`src/rtl/bm_sample_fifo.sv`:
```
// Synchronous sample FIFO with a registered read port, count-derived full/empty flags
// and single-cycle overflow/underflow pulses for rejected requests.
module bm_sample_fifo #(
  parameter int unsigned WIDTH = 8,
  parameter int unsigned DEPTH = 4
) (
  input  logic                       clk,
  input  logic                       rst_n,
  input  logic                       wr_en_i,
  input  logic [WIDTH-1:0]           wr_data_i,
  input  logic                       rd_en_i,
  output logic [WIDTH-1:0]           rd_data_o,
  output logic                       rd_valid_o,
  output logic                       full_o,
  output logic                       empty_o,
  output logic [$clog2(DEPTH):0]     count_o,
  output logic                       overflow_o,
  output logic                       underflow_o
);

  localparam int unsigned AW = $clog2(DEPTH);
  localparam logic [AW:0] FullCount = (AW + 1)'(DEPTH);

  logic [WIDTH-1:0] mem_q [DEPTH];

  logic [AW-1:0]    wr_ptr_q, wr_ptr_d;
  logic [AW-1:0]    rd_ptr_q, rd_ptr_d;
  logic [AW:0]      count_q, count_d;
  logic             full_q, full_d;
  logic             empty_q, empty_d;
  logic [WIDTH-1:0] rd_data_q, rd_data_d;
  logic             rd_valid_q, rd_valid_d;
  logic             overflow_q, overflow_d;
  logic             underflow_q, underflow_d;

  logic rd_acc, wr_acc;

  always_comb begin
    rd_acc = rd_en_i & ~empty_q;
    // A read in the same cycle frees a slot, so a full FIFO can still accept a write.
    wr_acc = wr_en_i & (~full_q | rd_acc);

    wr_ptr_d    = wr_ptr_q;
    rd_ptr_d    = rd_ptr_q;
    count_d     = count_q;
    rd_data_d   = rd_data_q;
    rd_valid_d  = rd_acc;
    overflow_d  = wr_en_i & ~wr_acc;
    underflow_d = rd_en_i & ~rd_acc;

    if (wr_acc) begin
      wr_ptr_d = wr_ptr_q + AW'(1);
    end
    if (rd_acc) begin
      rd_ptr_d  = rd_ptr_q + AW'(1);
      rd_data_d = mem_q[rd_ptr_q];
    end

    if (wr_acc && !rd_acc) begin
      count_d = count_q + (AW + 1)'(1);
    end else if (rd_acc && !wr_acc) begin
      count_d = count_q - (AW + 1)'(1);
    end

    full_d  = (count_d == FullCount);
    empty_d = (count_d == '0);
  end

  always_ff @(posedge clk or negedge rst_n) begin
    if (!rst_n) begin
      wr_ptr_q    <= '0;
      rd_ptr_q    <= '0;
      count_q     <= '0;
      full_q      <= 1'b0;
      empty_q     <= 1'b1;
      rd_data_q   <= '0;
      rd_valid_q  <= 1'b0;
      overflow_q  <= 1'b0;
      underflow_q <= 1'b0;
    end else begin
      wr_ptr_q    <= wr_ptr_d;
      rd_ptr_q    <= rd_ptr_d;
      count_q     <= count_d;
      full_q      <= full_d;
      empty_q     <= empty_d;
      rd_data_q   <= rd_data_d;
      rd_valid_q  <= rd_valid_d;
      overflow_q  <= overflow_d;
      underflow_q <= underflow_d;
    end
  end

  // Storage is deliberately left unreset; stale entries are unreachable via the pointers.
  always_ff @(posedge clk) begin
    if (wr_acc) begin
      mem_q[wr_ptr_q] <= wr_data_i;
    end
  end

  assign rd_data_o   = rd_data_q;
  assign rd_valid_o  = rd_valid_q;
  assign full_o      = full_q;
  assign empty_o     = empty_q;
  assign count_o     = count_q;
  assign overflow_o  = overflow_q;
  assign underflow_o = underflow_q;

endmodule
```
`config.mk`:
```
export PLATFORM = sky130hd
export DESIGN_NAME = bm_sample_fifo
export DESIGN_NICKNAME = d
export VERILOG_FILES = /design/src/rtl/bm_sample_fifo.sv
export SDC_FILE = /design/constraint.sdc
export NUM_CORES = 1
export LEC_CHECK = 0
export CORE_MARGIN = 5
export CORE_UTILIZATION = 53
export CTS_CLUSTER_SIZE = 14
export DETAILED_ROUTE_END_ITERATION = 6
export PLACE_DENSITY = 0.78
export SYNTH_ARGS = -nofsm -noshare
export SYNTH_HDL_FRONTEND = slang
export SYNTH_SLANG_ARGS = --single-unit
```
`constraint.sdc`:
```
create_clock -name clk -period 2.2 [get_ports clk]
set_input_delay 0.55 -clock clk [delete_from_list [all_inputs] [get_ports clk]]
set_output_delay 0.55 -clock clk [all_outputs]
set_load 0.01 [all_outputs]
```
==> impl_metrics.json, run 1 <==
{
  "status": "completed",
  "numClockSinks": 52,
  "netlist_instances": 125,
  "crit_cells": 1,
  "synth_area_per_cell_sq_um": 16.4,
  "setup_slack_ns": 0.233,
  "cts_buffers": 5,
  "cts_tree": "built",
  "crit_type": "flip-flop to output port",
  "row_count": 22,
  "final_cells": 215,
  "worst-path-buf-inv": 1,
  "ys_seq_area_share_pct": 71.2,
  "initial_utilization_pct": 55.3,
  "ys_seq_elements": 52,
  "drv_slew": 0,
  "r2r_cells": 6,
  "cpMaxStageDelayCell": "dfstp_2",
  "cp.required_ns": 1.65,
  "grt_max_degree": 21,
  "layout-drive-gt1-share_pct": 20.4,
  "drt_iter0_drc": 59,
  "clock_latency_ns": 0.31,
  "grt_overflow_total": 0,
  "endpoint_kind": "output port",
  "clock_path_buffers": 2,
  "ant_nets": 0,
  "crit_path_start_kind": "flip-flop",
  "drc_errors": 0,
  "rr_startpoint": "count_o[1]",
  "rsz0062_at_grt": "false",
  "cts_setup_buffers": 0,
  "critical_path_peak_fanout": 5,
  "clockRootBuffer": "clkbuf_8",
  "num_vias": 1085,
  "setup_tns_ns": 0,
  "routed_via_density": 5.05,
  "yosysWarnings": 0,
  "cap_violations": 0,
  "detail_route.first_pass.iterations": 4,
  "cp.arrival_ns": 1.42,
  "min_path_type": "flip-flop to flip-flop",
  "htree_levels": 2,
  "leakagePower_nw": 1.04,
  "nets": 184,
  "final_cell_mix": "edfxtp_1, clkdlybuf4s50_1, nand2_1, dfrtp_1, buf_4",
  "syn_to_final_growth_pct": 25.4,
  "peakVddDrop_mv": 0.534,
  "worst_slew_pin_slew_ns": 0.588,
  "dp.cells": 207,
  "slew_headroom_pct": 60.8,
  "finClkSkew_ns": 0.00990,
  "ioPinCount": 28,
  "setup_viol": 0,
  "fillers": 260,
  "synth_area_sq_um": 2060,
  "grt_use_total_pct": 14.4,
  "wire_per_inst_um": 15.6,
  "cts_resized": 0,
  "num_antenna_cells": 0,
  "min_path_cells": 2,
  "die_area_sq_um": 5220,
  "fin_crit_sh_pct": 89.4,
  "total_power_mw": 3.22,
  "finalHoldViolCount": 0,
  "holdBufCountCts": 0,
  "chipWidth_um": 72.3,
  "crit_family": "flip-flops",
  "grt_pass1_vias": 1122,
  "antenna_found_initial": 0,
  "cp-startpoint": "empty_o",
  "dp_hpwl_mm": 2.44,
  "gp_congestion": 0.678,
  "min_period_ns": 1.97,
  "syn_nets": 143,
  "place_ws_ns": 0.0212,
  "synth_cell_types": 25,
  "core_sq_um": 3720,
  "slowest_delay_ns": 0.56,
  "grt_pass1_wl_mm": 5.46,
  "cp_cell_sequence": "clkdlybuf4s50_1",
  "max_freq_mhz": 508,
  "powerDensity_nw_per_um2": 1250,
  "fin_util_pct": 69.4,
  "clk_pin_slew_ns": 0.09,
  "final_common_cell": "edfxtp_1",
  "placement.io_buffers": 27,
  "hp-start": "rd_data_o[7]",
  "fp.dieH_um": 72.3,
  "wl_mm": 3.36
}
## stage by stage
stage	hold WS (ns)	cell area, sq um
2_1_floorplan	0.254	2060
3_3_place_gp	0.458	2460
3_5_place_dp	0.469	2460
4_1_cts	0.491	2580
5_1_grt	0.515	2580
6_report	0.485	2580
## report_power, final
part / switching [mW] / internal (mW) / total, mW
clock: 0.311 / 0.343 / 0.654
sequential: 0.194 / 1.32 / 1.51
combinational: 0.430 / 0.619 / 1.05
## registers in the layout, summed over array words and instances, names as in the netlist
name / cells
overflow_o: 1
wr_ptr_q: 2
rd_data_o: 8
rd_valid_o: 1
underflow_o: 1
mem_q: 32
rd_ptr_q: 2
count_o: 3
full_o: 1
empty_o: 1
## cell families (layout without fill, tap and decap cells)
| group | count (synthesis) | after routing | share of synthesized area (%) |
|---|---|---|---|
| adders and majority gates | 6 | 6 | 3.65 |
| and+or+nand+nor | 38 | 38 | 9.31 |
| xor gates and xnor gates | 5 | 5 | 2.13 |
| DFF | 52 | 52 | 71.2 |
| AOI/OAI and AO/OA | 4 | 4 | 1.28 |
| muxes | 11 | 11 | 10.7 |
| buffers and inverters | 9 | 51 | 1.77 |
## path summary, 6_finish.rpt
path	slack, ns	to
worst max-delay path	0.23	empty_o
worst max register to register	0.57	full_o
min in group asynchronous	0.59	rd_data_o[4]
worst min-delay path	0.48	rd_data_o[7]
max in group asynchronous	1.33	empty_o
worst min register to register	0.48	rd_data_o[7]
## cells in the mapped netlist
cell type	instances	area [sq um]
a31o_2	1	8.76
nor4bb_1	1	10.0
xor2_1	1	8.76
and2_1	5	31.3
dfrtp_1	19	475
xnor2_1	4	35.0
edfxtp_1	32	961
mux4_2	8	180
nor3b_1	1	7.51
nor3b_2	1	12.5
a21boi_1	1	7.51
nand2_1	26	97.6
mux2i_1	1	10.0
nand2b_1	1	6.26
clkbuf_1	2	7.51
and3_2	1	7.51
nor3_1	1	5.00
nor2b_4	1	13.8
dfstp_2	1	26.3
inv_1	5	18.8
o21ai_0	1	5.00
a21oi_1	1	5.00
ha_1	6	75.1
mux2_4	2	30.0
buf_2	2	10.0
## layout make-up
type / count / area [sq um] / area share (%)
clock buffer: 5 / 68.8 / 2.67
clock inverter: 3 / 46.3 / 1.80
inverter: 5 / 18.8 / 0.728
multi-input combinational: 64 / 557 / 21.6
sequential: 52 / 1460 / 56.7
tap: 48 / 60.1 / 2.33
timing repair buffer: 38 / 365 / 14.2
## per-layer routing
| metal | wire, um | GRT usage [%] | vias up |
|---|---|---|---|
| met5 | 0 | 0 | - |
| met4 | 73 | 6.89 | 0 |
| met3 | 157 | 4.57 | 5 |
| met2 | 1750 | 24.5 | 20 |
| met1 | 1380 | 16.3 | 534 |
| li1 | - | - | 526 |
Note: power is estimated with default switching activity, not from simulation.
==> inputs of run 2 (changes only) <==
- RECOVER_POWER: unset -> 25
==> run 2 against run 1 <==
Against the previous run:
- worst setup slack better by 0.0021 ns
- clock power about the same
- register-to-register slack about the same
- via count up 0.28%
- non-clock buffer count unchanged
- die area unchanged
- global-route usage unchanged
- wire length down 0.15%
- worst hold slack about the same
==> impl_metrics.json, run 2 (synthesis results as in run 1) <==
{
  "status": "completed",
  "wire_per_inst_um": 15.6,
  "cts_buffers": 5,
  "min_path_type": "flip-flop to flip-flop",
  "cts_setup_buffers": 0,
  "rsz0062_at_grt": "false",
  "holdBufCountCts": 0,
  "num_vias": 1088,
  "drt_iter0_drc": 61,
  "grt_max_degree": 21,
  "holdWs_ns": 0.485,
  "p_sw_share_pct": 29.1,
  "placed_area_sq_um": 2460,
  "cts_tree": "built",
  "hold_end": "rd_data_o[7]",
  "ant_nets": 0,
  "max_freq_mhz": 509,
  "worst-path-buf-inv": 1,
  "clockRootBuffer": "clkbuf_8",
  "cts_resized": 0,
  "crit_family": "flip-flops",
  "clock_path_buffers": 2,
  "cpMaxStageDelayCell": "dfstp_2",
  "fillers": 260,
  "placement.io_buffers": 27,
  "min_path_cells": 2,
  "ioPinCount": 28,
  "antenna_found_initial": 0,
  "r2r-end": "full_o",
  "setup_viol": 0,
  "fp.dieH_um": 72.3,
  "row_count": 22,
  "clkPwrFrac_pct": 20.4,
  "syn_to_final_growth_pct": 25.3,
  "final_cell_mix": "edfxtp_1, nand2_1, clkdlybuf4s50_1, dfrtp_1, buf_4",
  "final_area_sq_um": 2570,
  "grt_pass1_wl_mm": 5.46,
  "detail_route.first_pass.iterations": 4,
  "chipWidth_um": 72.3,
  "leakagePower_nw": 1.03,
  "r2r_cells": 6,
  "final_common_cell": "edfxtp_1",
  "comb_power_share_pct": 32.6,
  "gp_congestion": 0.678,
  "endpoint_kind": "output port",
  "hp-start": "rd_data_o[7]",
  "drc_errors": 0,
  "crit_type": "flip-flop to output port",
  "setup_tns_ns": 0,
  "cp.arrival_ns": 1.42,
  "slew_headroom_pct": 21.7,
  "num_antenna_cells": 0,
  "powerDensity_nw_per_um2": 1250,
  "power.switching_mw": 0.934,
  "dp_hpwl_mm": 2.44,
  "min_period_ns": 1.97,
  "core_sq_um": 3720,
  "clk_pin_slew_ns": 0.09,
  "seqPwrFrac_pct": 47.1,
  "cap_violations": 0,
  "critical_path_peak_fanout": 5,
  "finClkSkew_ns": 0.0104,
  "cp_cell_sequence": "clkdlybuf4s50_1",
  "routed_via_density": 5.06,
  "numClockSinks": 52,
  "nets": 184,
  "wl_mm": 3.35,
  "rr_startpoint": "count_o[1]",
  "cp.required_ns": 1.65,
  "crit_cells": 1,
  "drv_slew": 0,
  "largest_reg_flops": 32,
  "ff2ff_setup_slack_ns": 0.57,
  "finalHoldViolCount": 0,
  "grt_pass1_vias": 1122,
  "fin_crit_sh_pct": 89.3,
  "slowest_delay_ns": 0.56,
  "largest-register": "mem_q",
  "htree_levels": 2,
  "worst_slew_pin_slew_ns": 1.17,
  "crit_path_start_kind": "flip-flop",
  "grt_overflow_total": 0,
  "die_area_sq_um": 5220,
  "grt_use_total_pct": 14.4,
  "initial_utilization_pct": 55.3,
  "clock_latency_ns": 0.31,
  "peakVddDrop_mv": 0.533,
  "power.internal_mw": 2.28,
  "layout-drive-gt1-share_pct": 19.8
}
run 2: changes by cell type in the layout (fill, tap and decap cells not counted), sizes merged:
cell,previous run,this run
clkdlybuf4s50,27,23
dlygate4sd3,0,4
buf,11,10
clkbuf,5,6
run 2: per-layer routing:
| layer | part of all wire (%) | wire length, um | up-vias | global-route usage [%] |
|---|---|---|---|---|
| met5 | 0 | 0 | - | 0 |
| met1 | 41 | 1370 | 536 | 16.3 |
| li1 | - | - | 527 | - |
| met3 | 4.4 | 149 | 5 | 4.57 |
| met4 | 2.2 | 73 | 0 | 6.89 |
| met2 | 53 | 1760 | 20 | 24.5 |
run 2: cell type report:
class	count	area (sq um)	area share, %
clock buffer	5	68.8	2.67
multi-input combinational	64	557	21.6
timing repair buffer	38	362	14.0
clock inverter	3	46.3	1.80
tap	48	60.1	2.33
sequential	52	1460	56.8
inverter	5	18.8	0.729
run 2: worst max-delay path by stage:
stage | from | endpoint | slack (ns)
final | empty_o | empty_o | 0.23
after global routing | empty_o | empty_o | 0.19
after CTS | empty_o | empty_o | 0.22
after detailed placement | wr_en_i | empty_o | 0.02
after global placement | wr_en_i | full_o | 0.09
after floorplan | rd_en_i | mem_q[0][0] | 0.57
run 2: metrics by stage:
step	util, %	std cells	power (mW)	setup WS [ns]
5_1_grt	69.3	215	3.41	0.189
6_report	69.3	215	3.21	0.235
2_1_floorplan	-	125	2.12	0.572
3_5_place_dp	66.3	207	2.60	0.0212
3_3_place_gp	66.3	207	2.55	0.0929
4_1_cts	69.4	215	3.26	0.217
run 2: power groups by stage:
stage | clock network, mW | logic [mW] | registers (mW)
6_report | 0.654 | 1.05 | 1.51
5_1_grt | 0.716 | 1.14 | 1.56
3_3_place_gp | 0 | 1.03 | 1.52
2_1_floorplan | 0 | 0.620 | 1.50
4_1_cts | 0.671 | 1.07 | 1.52
3_5_place_dp | 0 | 1.06 | 1.54
